## config.mk

```make
export PLATFORM = sky130hd
export DESIGN_NAME = noc_local_inject_arb
export DESIGN_NICKNAME = d
export VERILOG_FILES = /design/src/rtl/noc_local_inject_arb.sv
export SDC_FILE = /design/constraint.sdc
export NUM_CORES = 1
export LEC_CHECK = 0
export BUFFER_PORTS_ARGS = -buffer_cell sky130_fd_sc_hd__buf_2
export CORE_MARGIN = 2
export CORE_UTILIZATION = 35
export CTS_BUF_LIST = sky130_fd_sc_hd__clkbuf_8 sky130_fd_sc_hd__clkbuf_16
export CTS_CLUSTER_DIAMETER = 200
export DETAILED_ROUTE_END_ITERATION = 8
export SYNTH_ARGS = -nofsm -noshare
export SYNTH_HDL_FRONTEND = slang
export SYNTH_SLANG_ARGS = --single-unit
export TNS_END_PERCENT = 20
```

## constraint.sdc

```tcl
create_clock -name clk -period 4.3 [get_ports clk]
set_input_delay 0.86 -clock clk [delete_from_list [all_inputs] [get_ports clk]]
set_output_delay 0.86 -clock clk [all_outputs]
set_load 0.03 [all_outputs]
```

## src/rtl/noc_local_inject_arb.sv

```systemverilog
// Packet-granular round-robin arbiter feeding a router LOCAL input port through one output register.
// Optional per-requester packet counters are enabled by defining NOC_INJ_PKT_CNT_EN.
module noc_local_inject_arb #(
    parameter  int unsigned FLIT_WIDTH = 32,
    parameter  int unsigned CHANNELS   = 2,
    parameter  int unsigned REQS       = 3,
    localparam int unsigned VCW        = (CHANNELS > 1) ? $clog2(CHANNELS) : 1,
    localparam int unsigned RIW        = $clog2(REQS)
) (
    input  logic                       clk,
    input  logic                       rst,
    input  logic [REQS*FLIT_WIDTH-1:0] req_flit,
    input  logic [REQS-1:0]            req_last,
    input  logic [REQS*VCW-1:0]        req_vc,
    input  logic [REQS-1:0]            req_valid,
    output logic [REQS-1:0]            req_ready,
    output logic [FLIT_WIDTH-1:0]      out_flit,
    output logic                       out_last,
    output logic [CHANNELS-1:0]        out_valid,
    input  logic [CHANNELS-1:0]        out_ready,
    output logic                       busy,
    output logic [RIW-1:0]             grant_id
`ifdef NOC_INJ_PKT_CNT_EN
    ,
    output logic [REQS*16-1:0]         pkt_cnt,
    input  logic                       cnt_clr
`endif
);

    typedef enum logic {S_IDLE, S_LOCK} state_e;

    state_e                  state_q;
    logic [RIW-1:0]          grant_q;
    logic [RIW-1:0]          rr_ptr_q;
    logic [VCW-1:0]          vc_q;
    logic [FLIT_WIDTH-1:0]   out_flit_q;
    logic                    out_last_q;
    logic [CHANNELS-1:0]     out_valid_q;

    logic [FLIT_WIDTH-1:0]   flit_a [REQS];
    logic [VCW-1:0]          vc_a   [REQS];
    logic [RIW-1:0]          winner;
    logic                    found;
    logic [RIW-1:0]          sel;
    logic [VCW-1:0]          vc_sel;
    logic                    slot_free;
    logic                    accept;
    logic                    acc_last;

    for (genvar g = 0; g < REQS; g++) begin : g_unpack
        assign flit_a[g] = req_flit[g*FLIT_WIDTH +: FLIT_WIDTH];
        assign vc_a[g]   = req_vc[g*VCW +: VCW];
    end

    function automatic logic [RIW-1:0] inc_ptr(input logic [RIW-1:0] p);
        return (32'(p) == REQS - 1) ? '0 : p + RIW'(1);
    endfunction

    // Register is free when empty or when its held flit drains this cycle on its own VC.
    assign slot_free = ~(|out_valid_q) | (|(out_valid_q & out_ready));

    // Circular search for the first valid requester at or after rr_ptr.
    always_comb begin : p_search
        int unsigned k;
        k      = 0;
        found  = 1'b0;
        winner = '0;
        for (int unsigned i = 0; i < REQS; i++) begin
            k = 32'(rr_ptr_q) + i;
            if (k >= REQS) k = k - REQS;
            if (!found && req_valid[RIW'(k)]) begin
                found  = 1'b1;
                winner = RIW'(k);
            end
        end
    end

    always_comb begin
        req_ready = '0;
        sel       = grant_q;
        vc_sel    = vc_q;
        if (state_q == S_IDLE) begin
            sel    = winner;
            vc_sel = vc_a[winner];
            if (found && slot_free) req_ready[winner] = 1'b1;
        end else begin
            req_ready[grant_q] = slot_free;
        end
    end

    assign accept   = |(req_ready & req_valid);
    assign acc_last = req_last[sel];

    // Arbitration FSM and output register; req_vc only matters on the first flit of a packet.
    always_ff @(posedge clk) begin
        if (rst) begin
            state_q     <= S_IDLE;
            grant_q     <= '0;
            rr_ptr_q    <= '0;
            vc_q        <= '0;
            out_flit_q  <= '0;
            out_last_q  <= 1'b0;
            out_valid_q <= '0;
        end else begin
            if (accept) begin
                out_flit_q  <= flit_a[sel];
                out_last_q  <= acc_last;
                out_valid_q <= CHANNELS'(1) << vc_sel;
            end else if (slot_free) begin
                out_valid_q <= '0;
            end
            case (state_q)
                S_IDLE: begin
                    if (accept) begin
                        grant_q <= winner;
                        vc_q    <= vc_sel;
                        if (acc_last) rr_ptr_q <= inc_ptr(winner);
                        else          state_q  <= S_LOCK;
                    end
                end
                S_LOCK: begin
                    if (accept && acc_last) begin
                        state_q  <= S_IDLE;
                        rr_ptr_q <= inc_ptr(grant_q);
                    end
                end
                default: state_q <= S_IDLE;
            endcase
        end
    end

    assign out_flit  = out_flit_q;
    assign out_last  = out_last_q;
    assign out_valid = out_valid_q;
    assign grant_id  = grant_q;
    assign busy      = (state_q == S_LOCK) | (|out_valid_q);

`ifdef NOC_INJ_PKT_CNT_EN
    logic [15:0] cnt_q [REQS];

    // Saturating per-requester count of accepted last flits; clear beats increment.
    always_ff @(posedge clk) begin
        if (rst || cnt_clr) begin
            for (int i = 0; i < REQS; i++) cnt_q[i] <= '0;
        end else if (accept && acc_last && (cnt_q[sel] != 16'hFFFF)) begin
            cnt_q[sel] <= cnt_q[sel] + 16'd1;
        end
    end

    for (genvar g = 0; g < REQS; g++) begin : g_cnt
        assign pkt_cnt[g*16 +: 16] = cnt_q[g];
    end
`endif

endmodule

```

==> Yosys cells after proc, flatten, opt, wreduce, memory -nomap -nowiden <==
Cells that the tools add are included.
{ "word_totals": {"register_bits": 41, "inputBits": 109, "word_cells": 99} }
{ "op_classes": {"n_addsub": 7, "n_lt_le_gt_ge": 13, "eq_ne": 5, "n_shift": 1, "n_mux": 43, "n_bitwise": 9, "n_reduce_logical": 14} }
{ "op_table": {"columns": ["operator", "n"], "rows": [
  ["binary-select mux 32 bit (select 2 bit)", 1],
  ["two-way mux 32 bit", 2],
  ["two-way mux 2 bit", 14],
  ["< comparator 2 x 3 -> 1 bit, second input constant", 6],
  ["two-way mux 1 bit", 15],
  ["binary-select mux 1 bit (select 2 bit)", 5],
  ["bitwise AND 3 bit", 2],
  ["greater-or-equal comparator 3 x 2 -> 1 bit, second input constant", 2],
  ["greater-or-equal comparator 3 bit, second input constant", 2],
  ["logical AND 1 bit", 6],
  ["two-way mux 3 bit", 2],
  ["NOT 2 -> 3 bit", 2],
  ["subtractor 2 bit, second input constant", 3],
  ["adder 2 x 1 -> 2 bit, second input constant", 2],
  ["demux 1 bit (select 2 bit)", 2],
  ["== test 2 bit, second input constant", 2],
  ["greater-or-equal comparator 2 x 1 -> 1 bit, second input constant", 2],
  ["inequality test 2 bit, second input constant", 2],
  ["one-hot mux 2 bit (2 select lines)", 1],
  ["OR reduction 2 bit", 2],
  ["adder 2 x 1 -> 3 bit, second input constant", 1],
  ["adder 2 x 2 -> 3 bit, second input constant", 1],
  ["AND reduction 3 bit", 1],
  ["OR reduction 3 bit", 1],
  ["10 further kinds", 13]
]} }

==> Depth between registers and ports, before layout <==
Gate-level depths: netlist of run 1.
{ "logic_depth": {"depth_word": 22, "mapped_depth": 11, "mapped_depth_nobuf": 9} }

==> Worst setup path before layout of run 1 <==
Ideal clock, no wire load.
{ "synth_path": {"path_type": "input port to output port", "start": "input req_valid[1]", "end": "output req_ready[2]", "t_arrival_ns": 2.223, "t_required_ns": 3.440, "slack_ns": 1.217, "stages": 6, "path_buffers": 1, "path_cell_list": "buf_6 > mux2_4 > a221oi_4 > a41o_4 > nand2_1 > a21oi_1"} }
{ "synth_via": {"elab_chain_len": 15, "word_cells_on_any_way": 24, "cone_classes": "2 x order compare; 16 x mux; 6 x reduce/logical"} }
{ "synth_lines": {"columns": ["element", "line", "rtl"], "rows": [
  ["from (decl)", "15", "input logic [REQS-1:0] req_valid,"],
  ["binary-select mux 1 bit (select 2 bit)", "71", "if (!found && req_valid[RIW'(k)]) begin"],
  ["two-way mux 1 bit (not written as such)", "71", null],
  ["two-way mux 1 bit", "71", null],
  ["zero test 1 bit", "71", null],
  ["logical AND 1 bit", "71", null],
  ["two-way mux 1 bit", "71", null],
  ["zero test 1 bit", "71", null],
  ["logical AND 1 bit", "71", null],
  ["two-way mux 2 bit", "71", null],
  ["< comparator 2 x 3 -> 1 bit (not written as such) / greater-or-equal comparator 2 x 1 -> 1 bit (equally long branches)", "85", "if (found && slot_free) req_ready[winner] = 1'b1;"],
  ["logical AND 1 bit (not written as such)", "85", null],
  ["two-way mux 1 bit (not written as such)", "85", null],
  ["demux 1 bit (select 2 bit)", "85", null],
  ["two-way mux 3 bit *", "85", null],
  ["two-way mux 3 bit *", "82", "if (state_q == S_IDLE) begin"],
  ["to (decl)", "16", "output logic [REQS-1:0] req_ready,"]
]} }
Every way passes the cells marked *; elsewhere a longest branch is shown, timed or not. The select of a mux whose other input is x is not followed.

==> Worst setup path in the final report of run 1 <==
{ "layout_path": {"start": "register rr_ptr_q[0]", "end": "output req_ready[0]"} }
{ "layout_via": {"elab_chain_len": 17, "word_cells_on_any_way": 35, "cone_classes": "5 x add/sub; 5 x order compare; 19 x mux; 6 x reduce/logical"} }
{ "layout_lines": {"columns": ["element", "line", "rtl"], "rows": [
  ["from (decl)", "34", "logic [RIW-1:0] rr_ptr_q;"],
  ["from (signal assigned)", "117", "if (acc_last) rr_ptr_q <= inc_ptr(winner);"],
  ["from (signal assigned)", "124", "rr_ptr_q <= inc_ptr(grant_q);"],
  ["branches (longest 15 deep; another with adder 2 x 1 -> 3 bit)", null, null],
  ["two-way mux 3 bit *", "85", null],
  ["two-way mux 3 bit *", "82", null]
]} }
Mark *: on every way between the ends. The select of a mux whose other input is x is not followed.

==> results of run 1 <==
-- registers in the layout (all words and copies together), names as in the netlist, named ones only --
name       count
rr_ptr_q       2
out_flit      32
vc_q           1
out_last       1
grant_id       2
out_valid      2
-- synthesized netlist by cell type, types with 2 or more instances --
library cell | number | area share
nand4b_1 | 2 | 0.0062
a21oi_1 | 33 | 0.059
nand2b_1 | 2 | 0.0045
a21oi_2 | 9 | 0.028
nor2_1 | 10 | 0.013
nand4_1 | 3 | 0.0067
nand2_1 | 12 | 0.016
a21o_1 | 3 | 0.0080
a31oi_1 | 2 | 0.0045
dfxtp_1 | 41 | 0.29
o21ai_0 | 5 | 0.0089
mux2i_1 | 38 | 0.14
o22ai_1 | 2 | 0.0045
or2_1 | 2 | 0.0045
o211ai_1 | 2 | 0.0053
clkbuf_1 | 13 | 0.017
o31ai_1 | 32 | 0.086
ha_1 | 4 | 0.018
nand2b_4 | 2 | 0.0098
nor2b_1 | 2 | 0.0045
buf_6 | 7 | 0.028
and3_1 | 3 | 0.0067
buf_4 | 5 | 0.013
inv_1 | 6 | 0.0080
nor3_1 | 2 | 0.0036
mux2_4 | 2 | 0.011
a2bb2oi_1 | 32 | 0.10
nand3_1 | 4 | 0.0071
-- layer usage --
metal	share of wire	wire length, um	vias up	GRT usage
li1	-	-	1445	-
met3	0.061	499	4	0.04029
met4	0.0070	57	0	0.04710
met1	0.45	3682	1337	0.2372
met2	0.48	3960	97	0.3058
met5	0	0	-	0
-- area by class of cell --
| cell class | count | area [um2] | share of cell area |
|---|---|---|---|
| tap | 102 | 127.6 | 0.03409 |
| inverter | 8 | 30.03 | 0.008021 |
| clock buffer | 5 | 68.82 | 0.01838 |
| sequential | 41 | 820.8 | 0.2193 |
| timing repair buffer | 155 | 815.8 | 0.2179 |
| clock inverter | 3 | 65.06 | 0.01738 |
| multi-input combinational | 229 | 1815 | 0.4850 |
-- cell families after synthesis --
group	count (synthesis)
AOI/OAI and AO/OA	134
adders and majority gates	4
buffers and inverters	34
DFF	41
muxes	41
and+or+nand+nor	50
-- final timing paths --
kind | start | to | slack, ps | cells past startpoint
max | rr_ptr_q[0] | req_ready[0] | 920 | 9
min | out_valid[0] | out_valid[0] | 490 | 2
max reg2reg | rr_ptr_q[0] | out_flit[21] | 1170 | 10
min reg2reg | out_valid[0] | out_valid[0] | 490 | 2
-- critical path, delay by kind of cell (launching register included) --
kind / cells / cell delay, ps
AND/OR/NAND/NOR: 3 / 530
buffers and inverters: 2 / 290
AO/OA/AOI/OAI: 3 / 650
adder cells (fa/ha/maj): 1 / 370
flip-flops: 1 / 390
-- through the flow --
stage                 util  std cells  setup slack, ps  hold slack [ps]
CTS                 0.4820        543            900.8            497.6
global route        0.4820        543            716.6            523.3
floorplan                -        304             1217            455.2
detailed placement  0.4647        535             1130            485.1
global placement    0.4647        535             1147            474.3
finish              0.4820        543            921.1            494.6
-- power groups by stage --
| stage | Combinational [uW] | Sequential (uW) | Clock (uW) |
|---|---|---|---|
| floorplan | 1540 | 824 | 0 |
| global placement | 2210 | 612 | 0 |
| detailed placement | 2230 | 614 | 0 |
| CTS | 2230 | 609 | 377 |
| global route | 2400 | 628 | 395 |
| finish | 2210 | 608 | 366 |
==> results by group, run 1 <==
Synthesis
  • Most common flop cell mapped by yosys: dfxtp_1
  • Mux cell area share after synthesis: 0.1502
  • Fraction of the mapped netlist area in compound gates: 0.3700
  • Register bit count reported by yosys: 41
  • Post-synthesis net count: 417
  • Synthesized instance count: 304
  • Syn_area_per_cell: 9.232 um2
  • Proportion of synthesized chip area in sequential cells: 0.2925
  • Post-synth EDFFs: 0
  • Asr flop ratio synth: 0
  • Post-Syn Area: 2806 um2
  • Simple-gate area share of the yosys netlist: 0.09808
  • Combinational family with the most area after synthesis: compound AO/OA/AOI/OAI gates
  • Yosys cell types: 52
  • XOR/XNOR Fraction of Synth Area: 0
  • Yosys warning total: 0
  • Adder and majority gate portion of the synthesized area: 0.01783

Critical path
  • Cell with the biggest individual delay on the critical path: dfxtp_1
  • Critical path launch point type: register
  • Signal arrival time at the worst endpoint: 2520 ps
  • Startpoint-to-endpoint class of the critical path: register to output pin
  • Kind of end point of the critical path: output pin
  • Highest cell delay on the worst timing path: 390 ps
  • Required @ worst endpoint: 3440 ps
  • CP Cell Sequence: inv_1 > ha_1 > nand2b_4 > a21o_4 > a41o_4 > nor4_1 > a21oi_1 > nor2_1 > buf_2
  • CP max FO: 7

Pwr
  • Leakage power of the design: 0.001927 uW
  • Reg power frac: 0.191
  • PwrDens: 850.3 nW/um2
  • Sw Ratio: 0.4887
  • Combinational fraction of design power: 0.694
  • Total net switching power: 1556 uW
  • Total power draw: 3183 uW
  • Design internal power: 1628 uW
  • Max IR drop VDD: 0.3263 mV
  • Clock power frac: 0.115

Placed design
  • Half-perimeter wire length after placement: 6129 um
  • Final weighted congestion of routability-driven global placement: 0.8502
  • Placed Instance Area: 3610 um2
  • Count of input and output buffers: 149

Die
  • Core Box Area: 7767 um2
  • Ports: 150
  • DIE AREA: 8751 um2
  • Die width: 93.55 um
  • Height of the die: 93.55 um
  • Number of placement rows: 32
  • Starting density of the core: 0.3613

Clock tree
  • Source-to-sink clock delay at the later pin of the worst-skew pair: 290 ps
  • Hold bufs inserted after CTS: 0
  • Post_cts resized: 0
  • CTS Buf Count: 5
  • # clock sinks: 41
  • Cell at the root of the clock tree: clkbuf_8
  • Largest buffer count on any clock path: 2
  • TritonCTS clock tree: built
  • Clock input transition at the sequential cells of the worst setup and hold paths: 80 ps
  • Post-CTS Setup Inserts: 0
  • H-tree level count: 2

STA
  • Final worst path period share: 0.7858
  • Aggregate negative setup slack: 0 ps
  • Upper clock frequency limit: 296.0 MHz
  • Final hold violation count: 0
  • Max Clock Skew: 5.791 ps
  • Worst slew pin tran: 998.7 ps
  • Final period demand of the worst path: 3379 ps
  • Final setup vio count: 0
  • Number of slew-limit violations in the final report: 0
  • RSZ-0062 raised after global routing: false
  • Worst max-slew margin expressed relative to the limit: 0.3301

Outcome
  • Outcome: finished clean

Route
  • DRC Markers: 0
  • Overall via count from detail_route: 2883
  • Antenna violation net count after detailed routing: 0
  • Avg WL per Cell: 15.10 um
  • Initial DRT Pass Iterations: 4
  • Final wirelength: 8200 um
  • Iteration-0 DRC Markers: 77
  • Average vias per placed instance: 5.309

Global routing
  • Overall global routing resource usage: 0.1824
  • Number of antenna violations at the first check in global routing: 0
  • Pin count of the biggest net entering global routing: 38
  • Total grt overflow: 0
  • Wire length of the first global-routing pass: 12990 um
  • Vias in the first global route: 2707

Layout
  • Layout cells sized above 1: 0.4240
  • Count of antenna diodes in the layout: 0
  • Most frequent cells in the layout: buf_2, dfxtp_1, mux2i_1
  • Leading cell type in the layout, fill and taps excluded: buf_2
  • Signed area change from the synthesized netlist to the final layout: 33.39%
  • Final std cell area, no fill: 3744 um2
  • Fill cell total of the finished layout: 774
  • Total Nets Final: 553

Flow run
  • Number of maximum-capacitance violations: 0

Min path
  • Min-delay worst type: register to register
Note: power is estimated with default switching activity, not from simulation.
==> run 2, diff against run 1 <==
Settings changed: ABC_AREA set to 1.
Clock period 4.3 ns to 3.5 ns, I/O delays scaled along.
==> run 2 against run 1 <==
Setup slack worse by 380 ps. Final cell count is 28% higher. Global-route usage decreased by 0.83 points. Final area increased by 0.37%. Critical path type unchanged. Flip-flop and latch count is the same.
==> results by group, run 2 <==
Clock tree
  • Source-to-sink clock delay at the later pin of the worst-skew pair: 290 ps (about the same)
  • H-tree level count: 2 (unchanged)
  • Post_cts resized: 0 (unchanged)
  • Cell at the root of the clock tree: clkbuf_8 (unchanged)
  • CTS Buf Count: 5 (unchanged)
  • # clock sinks: 41 (unchanged)
  • Largest buffer count on any clock path: 2 (unchanged)
  • Post-CTS Setup Inserts: 0 (unchanged)
  • TritonCTS clock tree: built (unchanged)
  • Clock input transition at the sequential cells of the worst setup and hold paths: 70 ps (was 80 ps)
  • Hold bufs inserted after CTS: 0 (unchanged)

Synthesis
  • Post-synthesis net count: 570 (was 417)
  • Synthesized instance count: 457 (was 304)
  • Post-synth EDFFs: 0 (unchanged)
  • Proportion of synthesized chip area in sequential cells: 0.2771 (was 0.2925)
  • Post-synth top cells: nand2_1, inv_1, nor2_1, dfxtp_1 (was dfxtp_1, mux2i_1, a21oi_1, a2bb2oi_1, o31ai_1)
  • Yosys warning total: 0 (unchanged)
  • Library cell occupying the most area in the post-synthesis netlist: dfxtp_1 (unchanged)
  • Area share of the largest cell type after synthesis: 0.2771 (was 0.2925)
  • Post-Syn Area: 2962 um2 (was 2806 um2)
  • Library cell with the highest instance count after synthesis: nand2_1 (was dfxtp_1)
  • Register bit count reported by yosys: 41 (unchanged)
  • Top post-synthesis cells by area: dfxtp_1, nand2_1, o211ai_1, inv_1, nor2_2 (was dfxtp_1, mux2i_1, a2bb2oi_1, o31ai_1, a21oi_1)
  • Yosys cell types: 30 (was 52)
  • Most common flop cell mapped by yosys: dfxtp_1 (unchanged)
  • Syn_area_per_cell: 6.481 um2 (was 9.232 um2)
  • Asr flop ratio synth: 0 (unchanged)

Route
  • Iteration-0 DRC Markers: 85 (was 77)
  • Antenna violation net count after detailed routing: 0 (unchanged)
  • Overall via count from detail_route: 3236 (was 2883)
  • Final wirelength: 8151 um (was 8200 um)
  • Average vias per placed instance: 4.643 (was 5.309)
  • DRC Markers: 0 (unchanged)
  • Avg WL per Cell: 11.69 um (was 15.10 um)
  • Initial DRT Pass Iterations: 4 (unchanged)

Layout
  • Count of antenna diodes in the layout: 0 (unchanged)
  • Signed area change from the synthesized netlist to the final layout: 26.87% (was 33.39%)
  • Leading cell type in the layout, fill and taps excluded: buf_2 (unchanged)
  • Total Nets Final: 705 (was 553)
  • Fill cell total of the finished layout: 899 (was 774)
  • Max FFs per register: 32 (unchanged)
  • Most frequent cells in the layout: buf_2, nand2_1, inv_1 (was buf_2, dfxtp_1, mux2i_1)
  • Finished Layout Cells: 697 (was 543)
  • Post-Route Utilization: 0.4573 (was 0.4820)
  • Layout cells sized above 1: 0.3716 (was 0.4240)

Placed design
  • Final weighted congestion of routability-driven global placement: 0.8147 (was 0.8502)
  • Post-placement worst setup slack: 806.9 ps (was 1130 ps)
  • Count of input and output buffers: 149 (unchanged)
  • Half-perimeter wire length after placement: 6289 um (was 6129 um)
  • Placed Cells: 690 (was 535)

Critical path
  • CP Cell Sequence: inv_1 > ha_1 > inv_2 > nand2_1 > nand2_2 > a21oi_4 > nand4_1 > nand2_2 > nor2_2 > nand2_2 > nand2_2 > inv_1 > nor2_1 > buf_2 (was inv_1 > ha_1 > nand2b_4 > a21o_4 > a41o_4 > nor4_1 > a21oi_1 > nor2_1 > buf_2)
  • CP max FO: 8 (was 7)
  • Signal arrival time at the worst endpoint: 2260 ps (was 2520 ps)
  • Critical path launch point: rr_ptr_q[0] (unchanged)
  • Required @ worst endpoint: 2800 ps (was 3440 ps)
  • Highest cell delay on the worst timing path: 420 ps (was 390 ps)
  • Critical path launch point type: register (unchanged)
  • Startpoint-to-endpoint class of the critical path: register to output pin (unchanged)
  • Worst reg2reg startpoint: rr_ptr_q[0] (unchanged)
  • Cell with the biggest individual delay on the critical path: ha_1 (was dfxtp_1)
  • Cell type with the highest occurrence count on the critical path: nand2_2
  • Kind of end point of the critical path: output pin (unchanged)

STA
  • Final hold violation count: 0 (unchanged)
  • Number of slew-limit violations in the final report: 0 (unchanged)
  • Worst max-slew margin expressed relative to the limit: 0.3577 (was 0.3301)
  • Upper clock frequency limit: 338.1 MHz
  • Final setup vio count: 0 (unchanged)
  • Worst slew pin tran: 962.4 ps (was 998.7 ps)
  • Max Clock Skew: 9.753 ps (was 5.791 ps)
  • Final period demand of the worst path: 2957 ps
  • Final worst path period share: 0.8449
  • Setup slack of the critical path after layout: 542.7 ps (was 921.1 ps)
  • Aggregate negative setup slack: 0 ps (unchanged)
  • RSZ-0062 raised after global routing: false (unchanged)

Global routing
  • Wire length of the first global-routing pass: 12800 um (was 12990 um)
  • Total grt overflow: 0 (unchanged)
  • Pin count of the biggest net entering global routing: 42 (was 38)
  • Number of antenna violations at the first check in global routing: 0 (unchanged)
  • Vias in the first global route: 2794 (was 2707)
  • Overall global routing resource usage: 0.1741 (was 0.1824)

Die
  • Starting density of the core: 0.3604 (was 0.3613)
  • Ports: 150 (unchanged)
  • DIE AREA: 9213 um2 (was 8751 um2)
  • Height of the die: 95.99 um (was 93.55 um)
  • Number of placement rows: 33 (was 32)
  • Die width: 95.99 um (was 93.55 um)
  • Core Box Area: 8217 um2 (was 7767 um2)

Min path
  • Min-delay worst type: register to register (unchanged)
  • Start point of the worst hold path: vc_q (was out_valid[0])

Flow run
  • Number of maximum-capacitance violations: 0 (unchanged)

Outcome
  • Outcome: finished clean (unchanged)
-- run 2: worst max-delay path, delay by kind of cell, from the launching register on --
| kind | cells | cell delay [ps] |
|---|---|---|
| fa+ha+maj | 1 | 420 |
| flops | 1 | 380 |
| compound gates | 1 | 150 |
| simple gates | 8 | 620 |
| buf+inv | 4 | 410 |
-- run 2: layer usage --
metal / vias up / GRT usage / part of all wire
met4: 0 / 0.03452 / 0.0063
met2: 92 / 0.2969 / 0.48
li1: 1708 / - / -
met1: 1432 / 0.2281 / 0.45
met3: 4 / 0.03446 / 0.058
met5: - / 0 / 0
-- run 2: logic make-up after synthesis --
logic type | after synthesis | synth area share
AND/OR/NAND/NOR | 249 | 0.3807
adder cells (fa/ha/maj) | 4 | 0.01690
AO/OA/AOI/OAI | 80 | 0.1720
buffers and inverters | 83 | 0.1534
flip-flops | 41 | 0.2771
-- run 2: cell type report --
class,instances,area (um2),share of cell area
Clock buffer,5,68.82,0.01832
Clock inverter,2,35.03,0.009324
Inverter,59,231.5,0.06161
Multi-Input combinational cell,333,1689,0.4496
Sequential cell,41,820.8,0.2184
Tap cell,105,131.4,0.03497
Timing Repair Buffer,152,780.7,0.2078
-- run 2: through the flow --
step	instance area [um2]	hold WS, ps
after floorplan	2962	438.4
after global placement	3654	458.0
after detailed placement	3654	462.5
after CTS	3757	473.9
after global routing	3757	498.1
final	3757	469.9
-- run 2: worst paths after layout --
| path | end | slack [ps] | depth (start not counted) |
|---|---|---|---|
| worst max register to register | out_flit[10] | 890 | 14 |
| worst min-delay path | vc_q | 470 | 2 |
| worst min register to register | vc_q | 470 | 2 |
| worst max-delay path | req_ready[0] | 540 | 14 |
Power of run 2 is left out: the tool's default activity adds up to more than one toggle a clock period on the data nets, which glitch-free logic cannot reach.
